**src/rtl/mem_pkg.sv**
```systemverilog
// Shared constants for the MEM-stage load/store engine: funct3 access codes,
// FSM state encoding and the default memory timeout.
package mem_pkg;

  localparam logic [2:0] F3_B  = 3'b000;
  localparam logic [2:0] F3_H  = 3'b001;
  localparam logic [2:0] F3_W  = 3'b010;
  localparam logic [2:0] F3_BU = 3'b100;
  localparam logic [2:0] F3_HU = 3'b101;

  localparam logic [1:0] IDLE = 2'd0;
  localparam logic [1:0] BUSY = 2'd1;
  localparam logic [1:0] DONE = 2'd2;

  localparam int TIMEOUT_DEF = 16;

  // Halfwords need an even address, words a 4-byte aligned one; bytes never fault.
  function automatic logic is_misaligned(input logic [2:0] f3, input logic [1:0] off);
    return (((f3 == F3_H) || (f3 == F3_HU)) && off[0]) ||
           ((f3 == F3_W) && (off != 2'b00));
  endfunction

endpackage

```
**src/rtl/mem_access_unit_if.sv**
```systemverilog
// Data-memory request/acknowledge port between the MEM-stage engine (master)
// and the data memory (slave).
interface mem_access_unit_if #(parameter int AW = 32);

  logic          dmem_req;
  logic          dmem_we;
  logic [AW-1:0] dmem_addr;
  logic [31:0]   dmem_wdata;
  logic [3:0]    dmem_wstrb;
  logic          dmem_ack;
  logic [31:0]   dmem_rdata;

  modport master (
    output dmem_req, dmem_we, dmem_addr, dmem_wdata, dmem_wstrb,
    input  dmem_ack, dmem_rdata
  );

  modport slave (
    input  dmem_req, dmem_we, dmem_addr, dmem_wdata, dmem_wstrb,
    output dmem_ack, dmem_rdata
  );

endinterface

```
**src/rtl/mem_lane_align.sv**
```systemverilog
// Byte-lane steering: builds store strobes/replicated data and extracts and
// extends the load result from the returned memory word.
module mem_lane_align
  import mem_pkg::*;
(
  input  logic [2:0]  st_funct3,
  input  logic [1:0]  st_off,
  input  logic [31:0] st_data,
  output logic [3:0]  wstrb,
  output logic [31:0] wdata,
  input  logic [2:0]  ld_funct3,
  input  logic [1:0]  ld_off,
  input  logic [31:0] rdata,
  output logic [31:0] ld_result
);

  logic [31:0] shifted;
  logic [7:0]  ld_byte;
  logic [15:0] ld_half;

  always_comb begin
    wstrb = 4'b0000;
    wdata = st_data;
    case (st_funct3)
      F3_B: begin
        wstrb = 4'b0001 << st_off;
        wdata = {4{st_data[7:0]}};
      end
      F3_H: begin
        wstrb = 4'b0011 << st_off;
        wdata = {2{st_data[15:0]}};
      end
      F3_W: begin
        wstrb = 4'b1111;
        wdata = st_data;
      end
      default: begin
        wstrb = 4'b0000;
        wdata = st_data;
      end
    endcase
  end

  // Bring the addressed lane down to bit 0 before extending.
  assign shifted = rdata >> {ld_off, 3'b000};
  assign ld_byte = shifted[7:0];
  assign ld_half = shifted[15:0];

  always_comb begin
    ld_result = 32'h0;
    case (ld_funct3)
      F3_B:    ld_result = {{24{ld_byte[7]}}, ld_byte};
      F3_BU:   ld_result = {24'h0, ld_byte};
      F3_H:    ld_result = {{16{ld_half[15]}}, ld_half};
      F3_HU:   ld_result = {16'h0, ld_half};
      F3_W:    ld_result = rdata;
      default: ld_result = 32'h0;
    endcase
  end

endmodule

```
**src/rtl/mem_access_unit.sv**
```systemverilog
// MEM-stage load/store engine: issues one request/ack transaction per access,
// stalls the pipeline while it is in flight and returns extended load data.
module mem_access_unit
  import mem_pkg::*;
#(
  parameter int TIMEOUT = TIMEOUT_DEF,
  parameter int AW      = 32
)(
  input  logic              clk,
  input  logic              rstn,
  input  logic              flush,
  input  logic [3:0]        ctrl_mem,
  input  logic [2:0]        funct3,
  input  logic [AW-1:0]     dm_addr,
  input  logic [31:0]       dm_data,
  mem_access_unit_if.master dmem,
  output logic [31:0]       ld_data,
  output logic              ld_valid,
  output logic              mem_stall,
  output logic              misalign,
  output logic              bus_err
);

  localparam logic [7:0] CNT_LAST = 8'(TIMEOUT - 1);

  logic        dmwe;
  logic        dmrd;
  logic        access;
  logic        start;
  logic [1:0]  state;
  logic [7:0]  cnt;
  logic [2:0]  lat_f3;
  logic [1:0]  lat_off;
  logic [3:0]  st_wstrb;
  logic [31:0] st_wdata;
  logic [31:0] ld_ext;
  logic        unused_ctrl;

  assign dmwe        = ctrl_mem[1];
  assign dmrd        = ctrl_mem[0];
  assign unused_ctrl = ^ctrl_mem[3:2];
  assign access      = dmwe | dmrd;

  // Gated by rstn so every combinational output reads 0 while in reset.
  assign misalign  = rstn & access & is_misaligned(funct3, dm_addr[1:0]);
  assign start     = rstn & access & ~misalign & ~flush;
  assign mem_stall = ((state == IDLE) & start) | (state == BUSY);
  assign ld_valid  = (state == DONE);

  mem_lane_align u_lane_align (
    .st_funct3 (funct3),
    .st_off    (dm_addr[1:0]),
    .st_data   (dm_data),
    .wstrb     (st_wstrb),
    .wdata     (st_wdata),
    .ld_funct3 (lat_f3),
    .ld_off    (lat_off),
    .rdata     (dmem.dmem_rdata),
    .ld_result (ld_ext)
  );

  always_ff @(posedge clk or negedge rstn) begin
    if (!rstn) begin
      state           <= IDLE;
      cnt             <= 8'h0;
      lat_f3          <= 3'b000;
      lat_off         <= 2'b00;
      dmem.dmem_req   <= 1'b0;
      dmem.dmem_we    <= 1'b0;
      dmem.dmem_addr  <= '0;
      dmem.dmem_wdata <= 32'h0;
      dmem.dmem_wstrb <= 4'b0000;
      ld_data         <= 32'h0;
      bus_err         <= 1'b0;
    end else begin
      bus_err <= 1'b0;
      case (state)
        IDLE: begin
          if (start) begin
            state           <= BUSY;
            cnt             <= 8'h0;
            lat_f3          <= funct3;
            lat_off         <= dm_addr[1:0];
            dmem.dmem_req   <= 1'b1;
            dmem.dmem_we    <= dmwe;
            dmem.dmem_addr  <= {dm_addr[AW-1:2], 2'b00};
            dmem.dmem_wdata <= dmwe ? st_wdata : 32'h0;
            dmem.dmem_wstrb <= dmwe ? st_wstrb : 4'b0000;
          end
        end
        BUSY: begin
          // An ack on the timeout cycle wins: data is kept and no error raised.
          if (dmem.dmem_ack) begin
            dmem.dmem_req <= 1'b0;
            if (!dmem.dmem_we) begin
              ld_data <= ld_ext;
            end
            state <= DONE;
          end else if (cnt == CNT_LAST) begin
            dmem.dmem_req <= 1'b0;
            bus_err       <= 1'b1;
            ld_data       <= 32'h0;
            state         <= DONE;
          end else begin
            cnt <= cnt + 8'h1;
          end
        end
        DONE: begin
          // The held instruction leaves MEM now; never re-issue it.
          state <= IDLE;
        end
        default: begin
          state <= IDLE;
        end
      endcase
    end
  end

endmodule

```
**src/flat_wrapper.sv**
```systemverilog
// flat-port wrapper written by rule: the top's interface ports become plain ports
module mem_access_unit_flat import mem_pkg::*;
#(
  parameter int TIMEOUT = TIMEOUT_DEF,
  parameter int AW      = 32
)
  (clk, rstn, flush, ctrl_mem, funct3, dm_addr, dm_data, ld_data, ld_valid, mem_stall, misalign, bus_err, dmem_dmem_req, dmem_dmem_we, dmem_dmem_addr, dmem_dmem_wdata, dmem_dmem_wstrb, dmem_dmem_ack, dmem_dmem_rdata);
  mem_access_unit_if #(.AW(AW)) dmem_i ();
  input  logic clk;
  input  logic rstn;
  input  logic flush;
  input  logic [3:0] ctrl_mem;
  input  logic [2:0] funct3;
  input  logic [AW-1:0] dm_addr;
  input  logic [31:0] dm_data;
  output logic [31:0] ld_data;
  output logic ld_valid;
  output logic mem_stall;
  output logic misalign;
  output logic bus_err;
  output wire logic [$bits(dmem_i.dmem_req)-1:0] dmem_dmem_req;
  output wire logic [$bits(dmem_i.dmem_we)-1:0] dmem_dmem_we;
  output wire logic [$bits(dmem_i.dmem_addr)-1:0] dmem_dmem_addr;
  output wire logic [$bits(dmem_i.dmem_wdata)-1:0] dmem_dmem_wdata;
  output wire logic [$bits(dmem_i.dmem_wstrb)-1:0] dmem_dmem_wstrb;
  input wire logic [$bits(dmem_i.dmem_ack)-1:0] dmem_dmem_ack;
  input wire logic [$bits(dmem_i.dmem_rdata)-1:0] dmem_dmem_rdata;
  assign dmem_dmem_req = dmem_i.dmem_req;
  assign dmem_dmem_we = dmem_i.dmem_we;
  assign dmem_dmem_addr = dmem_i.dmem_addr;
  assign dmem_dmem_wdata = dmem_i.dmem_wdata;
  assign dmem_dmem_wstrb = dmem_i.dmem_wstrb;
  assign dmem_i.dmem_ack = dmem_dmem_ack;
  assign dmem_i.dmem_rdata = dmem_dmem_rdata;
  mem_access_unit #(.TIMEOUT(TIMEOUT), .AW(AW)) u_core (.clk(clk), .rstn(rstn), .flush(flush), .ctrl_mem(ctrl_mem), .funct3(funct3), .dm_addr(dm_addr), .dm_data(dm_data), .dmem(dmem_i), .ld_data(ld_data), .ld_valid(ld_valid), .mem_stall(mem_stall), .misalign(misalign), .bus_err(bus_err));
endmodule
```
**config.mk**
```make
export PLATFORM = sky130hd
export DESIGN_NAME = mem_access_unit_flat
export DESIGN_NICKNAME = d
export VERILOG_FILES = /design/src/rtl/mem_pkg.sv /design/src/rtl/mem_access_unit_if.sv /design/src/rtl/mem_lane_align.sv /design/src/rtl/mem_access_unit.sv /design/src/flat_wrapper.sv
export SDC_FILE = /design/constraint.sdc
export NUM_CORES = 1
export LEC_CHECK = 0
export ABC_AREA = 1
export CAP_MARGIN = 25
export CORE_AREA = 2 2 114 143
export CTS_BUF_LIST = sky130_fd_sc_hd__clkbuf_4 sky130_fd_sc_hd__clkbuf_8 sky130_fd_sc_hd__clkbuf_16
export CTS_CLUSTER_DIAMETER = 40
export DETAILED_ROUTE_END_ITERATION = 8
export DIE_AREA = 0 0 116 145
export GPL_ROUTABILITY_DRIVEN = 0
export HOLD_SLACK_MARGIN = 0.03
export PLACE_DENSITY = 0.76
export SETUP_SLACK_MARGIN = 0.15
export SLEW_MARGIN = 10
export SYNTH_ARGS = -nofsm -noshare
export SYNTH_HDL_FRONTEND = slang
export SYNTH_HIERARCHICAL = 1
export SYNTH_SLANG_ARGS = --single-unit
```
**constraint.sdc**
```tcl
create_clock -name clk -period 1.3 [get_ports clk]
set_input_delay 0.13 -clock clk [delete_from_list [all_inputs] [get_ports clk]]
set_output_delay 0.13 -clock clk [all_outputs]
set_load 0.02 [all_outputs]
```
; ---- Word-level counts from Yosys, hierarchy flattened
; Index checks and enable logic that the tools add are counted.
[op_classes]
n_addsub = 1
n_eq_ne = 15
shifts = 3
n_mux = 23
bitwise = 9
reduce_logical = 15
[op_table]
columns = op, n
row1 = $pmux W32 S5, 1
row2 = $mux W32, 4
row3 = $pmux W32 S2, 1
row4 = $shr A32 B5 Y16, 1
row5 = $mux W8, 3
row6 = $pmux W8 S2, 1
row7 = $pmux W4 S3, 1
row8 = $eq A3 B3 Y1 const B, 3
row9 = $add A8 B1 Y8 const B, 1
row10 = $eq A8 B4 Y1 const B, 1
row11 = $eq A3 B1 Y1 const B, 2
row12 = $eq A3 B2 Y1 const B, 2
row13 = $logic_not A3 Y1, 2
row14 = $mux W1, 6
row15 = $mux W2, 3
row16 = $ne A2 B2 Y1 const B, 3
row17 = $reduce_and A3 Y1, 2
row18 = $reduce_bool A2 Y1, 3
row19 = $and A1 B1 Y1, 5
row20 = $mux W4, 1
row21 = $pmux W2 S2, 1
row22 = $reduce_and A2 Y1, 2
row23 = $reduce_and A4 Y1, 1
row24 = $shl A1 B2 Y4 const A, 1
row25 = other kinds (11), 15
[totals]
register_bits = 116
out_inout_bits = 106
word_cells = 77

; ---- Depth between registers and ports, before layout
[logic_depth]
depth_word = 10
ltp_mapped = 10
ltp_nobuf = 8

; ---- Cells and area by module
; Netlist, hierarchy kept.
[modules_own_cells]
columns = mod, n_inst, cells_per_inst, area_each_um2, seq_area_each_um2
row1 = mem_access_unit, 1, 556, 4936.0, 2902.8
row2 = mem_lane_align, 1, 318, 1451.4, 0.0

; ---- Least setup slack after synthesis
; Ideal clock, no wire load.
[synth_timing]
kind = reg-to-output
start = register u_core.state[1]
end = output port mem_stall
arrival_ps = 1240
setup_slack_ps = -70
stages_incl_launch_ff = 8
n_path_buf = 2
cell_sequence = dfrtp_1 -> inv_2 -> nand3b_1 -> nor2_4 -> nand2_4 -> buf_6 -> buf_6 -> nand2_1
[synth_between]
elab_chain_len = 3
[synth_rtl]
columns = item, line
row1 = "start, declared", mem_access_unit.sv:30  ; logic [1:0] state;
row2 = "start signal, assigned", mem_access_unit.sv:64  ; state <= IDLE;
row3 = "start signal, assigned", mem_access_unit.sv:80  ; state <= BUSY;
row4 = "start signal, assigned", mem_access_unit.sv:98  ; state <= DONE;
row5 = $logic_not A2 Y1, mem_access_unit.sv:47  ; assign mem_stall = ((state == IDLE) & start) | (state == BUSY);
row6 = $and A1 B1 Y1, mem_access_unit.sv:47
row7 = $or A1 B1 Y1 (*), mem_access_unit.sv:47
row8 = "end, declared", flat_wrapper.sv:18  ; output logic mem_stall;
; Every way passes the cells marked *; elsewhere a longest branch is shown, timed or not.

; ---- Final worst setup path
[layout_timing]
start = register u_core.state[0]
end = register u_core.ld_data[30]
[layout_between]
elab_chain_len = 2
[layout_rtl]
columns = item, line
row1 = $eq A2 B1 Y1, mem_access_unit.sv:77  ; case (state)
row2 = $reduce_and A3 Y1 (no source line), --
row3 = "end signal, assigned", mem_access_unit.sv:96  ; ld_data <= ld_ext;
row4 = "end, declared", mem_access_unit.sv:17  ; output logic [31:0] ld_data,
; No other way between the ends.
; A chain may end at the register's enable or synchronous reset.

==> flow_summary.json <==
{
  "min_path_type": "input port to register",
  "die-area_mm2": 0.0168,
  "overflow": 0,
  "root_buffer": "clkbuf_16",
  "ir_drop_v": 0.00114,
  "ys_warn_count": 6,
  "switchingPower_mw": 7.97,
  "place_area_mm2": 0.00927,
  "wl_per_cell_um": 18.8,
  "grt_setup_unrepaired": "true",
  "fin_worst_skew_ns": 0.00525,
  "crit_start": "u_core/state[0]",
  "maxCapViolCount": 0,
  "hold_violations": 0,
  "final.setup.worst_slack_ns": -0.281,
  "grt_pass1_vias": 7222,
  "initial_core_util_pct": 41.4,
  "drive_above_1_share_pct": 42.8,
  "core_area_mm2": 0.0154,
  "fin_cells": 1405,
  "setup_viol": 118,
  "cp_num_cells": 9,
  "r2r-start": "u_core/state[0]",
  "vias_per_cell": 5.44,
  "die_h_um": 145,
  "power_frac_seq_pct": 29.0,
  "reg2reg_slack_ns": -0.28,
  "cpMaxStageDelayCell": "dfrtp_1",
  "critPathLaunchType": "register",
  "synth_cell_type_count": 35,
  "violations": "negative setup slack",
  "intPower_mw": 11.6,
  "row_count": 51,
  "synthMuxAreaShare_pct": 0,
  "regToRegEndpoint": "u_core/ld_data[30]",
  "finish.utilization_pct": 73.7,
  "grt_pass1_wl_mm": 37.3,
  "die_w_um": 116,
  "dr.pass1.iters": 5,
  "slew_violations": 0,
  "tritoncts": "done",
  "clockBufferDepth": 2,
  "p_comb_share_pct": 45.4,
  "switching_share_pct": 40.8,
  "fin_nets": 1287,
  "setup.worst_path.end_class": "register",
  "cp_cell_sequence": "inv_2, buf_6, nor2_4, buf_6, buf_6, nand3_4, bufbuf_16, nand3_1, nand2_1",
  "syn2layout_area_growth_pct": 78.2,
  "leakagePower_nw": 5.96,
  "antenna_found_initial": 1,
  "path_clk_slew_ns": 0.06,
  "ys_async_sr_fraction_pct": 100,
  "yosys.area_share.simple_pct": 38.5,
  "tns_ns": -22.89,
  "synth_edf_count": 0,
  "synthFlopType": "dfrtp_1",
  "synth_fa_ha_area_share_pct": 0.196,
  "max_stage_delay_ns": 0.37,
  "dp_slack_ns": -0.562,
  "crit_fanout": 8,
  "critPathArrivalTime_ns": 1.87,
  "p_per_area_mw_per_mm2": 1720,
  "crit_type": "register to register",
  "numCtsBuffers": 17,
  "status": "complete, but fails checks",
  "dp_hpwl_mm": 14.1,
  "ant_nets": 0,
  "initialDrtViolationCount": 617,
  "grt_max_degree": 82,
  "synth_xor_area_share_pct": 0.274,
  "ys_ff_latch": 116,
  "cts.htree.levels": 4,
  "drt-total-wl_mm": 26.4,
  "crit_family": "buffers and inverters",
  "synth-seq-area-share_pct": 45.4,
  "vias": 7642,
  "clk_latency_ns": 0.40,
  "drc_errors": 0,
  "io_pins": 213,
  "grt.total_usage_pct": 28.2,
  "r2r_cells": 9,
  "crit_end": "u_core/ld_data[30]",
  "clock_power_share_pct": 25.6,
  "synth_compound_area_share_pct": 6.21,
  "port_buffers": 208,
  "synth_top_family_by_area": "simple AND/OR/NAND/NOR gates",
  "cp.buffers_inverters": 5,
  "crit_required_ns": 1.59,
  "crit_top_cell": "buf_6",
  "finalCriticalPeriod_ns": 1.58,
  "avgSynthCellArea_um2": 7.31,
  "dp.cells": 1320,
  "fin_area_mm2": 0.0114,
  "clkSinkCount": 116,
  "fin_crit_sh_pct": 122,
  "synth_cells": 874,
  "synth.cell_area_mm2": 0.00639,
  "fmax_ghz": 0.633
}
==> what timing repair did <==
action                                 CTS  global route
hold buffers                             1             0
setup endpoints to repair              220           122
buffers inserted                        15             6
pin swaps                               61            25
endpoints found under the hold margin  116             0
gates resized for setup                543           207
gates cloned                            12            18
==> sequential cells by signal, indices dropped and copies added, names as in the netlist <==
signal                  cells
u_core/bus_err              1
u_core/lat_f3               3
u_core/dmem.dmem_we         1
u_core/state                2
u_core/cnt                  8
u_core/lat_off              2
u_core/dmem.dmem_wstrb      4
u_core/dmem.dmem_addr      30
u_core/dmem.dmem_req        1
u_core/dmem.dmem_wdata     32
u_core/ld_data             32
==> cell usage in the layout, fill, tap and decap left out, types with 2 or more instances in the layout <==
cell type          n
nand2_1          262
inv_1             41
buf_8              3
nand4_1           33
nor2_1            21
nand2_2           62
bufinv_16          3
nand3_2           52
o21ai_1           19
buf_4             67
o211ai_1           8
dlygate4sd2_1      5
o21ai_2           32
buf_6             34
nand3_4            5
inv_8              2
nor2_4             8
buf_16            10
nand2_8            2
conb_1             2
inv_6              7
nor2_2             3
clkdlybuf4s50_1   98
nand3_1           60
dfrtp_1          115
clkinv_2           2
inv_2              7
clkbuf_16         31
buf_2             98
buf_12            16
o21ai_0            9
clkinv_4           4
nand2_4           55
==> layer usage <==
layer	global-route usage, %	vias up	part of all wire (%)
met4	12.3	0	4.0
li1	-	3443	-
met1	34.2	3642	35
met2	47.6	463	53
met3	6.27	94	8.3
met5	0	-	0
==> power by group through the flow <==
stage / combinational, mW / clock [mW] / sequential, mW
floorplan: 2.88 / 0 / 6.65
global placement: 7.61 / 0 / 5.45
detailed placement: 7.72 / 0 / 5.46
CTS: 7.68 / 5.03 / 5.42
global route: 9.47 / 5.21 / 5.80
finish: 8.86 / 4.99 / 5.67
==> worst min-delay path by stage <==
stage / start / endpoint / slack (ns) / depth (start not counted)
after detailed placement: rstn / u_core/cnt[1] / 0.38 / 3
after floorplan: rstn / u_core/bus_err / -0.17 / 0
after CTS: dm_addr[0] / u_core/lat_off[0] / 0.23 / 4
after global routing: funct3[2] / u_core/lat_f3[2] / 0.23 / 4
final: funct3[2] / u_core/lat_f3[2] / 0.24 / 4
after global placement: rstn / u_core/cnt[1] / 0.39 / 3
==> worst min-delay path: cells and delay by family <==
kind,cells,cell delay [ns]
compound gates,1,0.05
buf+inv,3,0.43
==> cell families after synthesis <==
family | after synthesis
buffers and inverters | 116
flip-flops | 116
AO/OA/AOI/OAI | 72
XOR/XNOR | 2
other | 1
AND/OR/NAND/NOR | 566
adder cells (fa/ha/maj) | 1
==> synthesized netlist by cell type, types with 2 or more instances <==
cell type / n / area (µm²)
o21ai_1: 20 / 100
o21ai_0: 38 / 190
inv_1: 47 / 176
nand2_4: 2 / 22.5
nand4_1: 33 / 206
o211ai_1: 8 / 60.1
nand2_1: 373 / 1400
nor2_1: 28 / 105
buf_6: 12 / 135
inv_2: 3 / 11.3
nand3_1: 112 / 561
nand3_2: 4 / 40.0
nor3b_1: 2 / 15.0
nand2_2: 5 / 31.3
nor2_4: 3 / 33.8
buf_4: 14 / 105
clkinv_1: 2 / 7.51
dfrtp_1: 116 / 2900
clkbuf_1: 18 / 67.6
buf_2: 13 / 65.1
o21ai_2: 3 / 26.3
buf_1: 5 / 18.8
==> layout make-up <==
type | instances | area [µm²]
clock buffer | 17 | 425
antenna | 1 | 2.50
multi-input combinational | 644 | 3940
sequential | 116 | 2900
fill | 1107 | 4060
inverter | 53 | 215
tap | 212 | 265
timing repair buffer | 347 | 3430
clock inverter | 15 | 195
==> metrics by stage <==
stage	power (mW)	hold WS, ns
6_report	19.5	0.244
2_1_floorplan	9.52	-0.166
4_1_cts	18.1	0.234
3_3_place_gp	13.1	0.387
5_1_grt	20.5	0.231
3_5_place_dp	13.2	0.381
(Power assumes the default switching activity.)
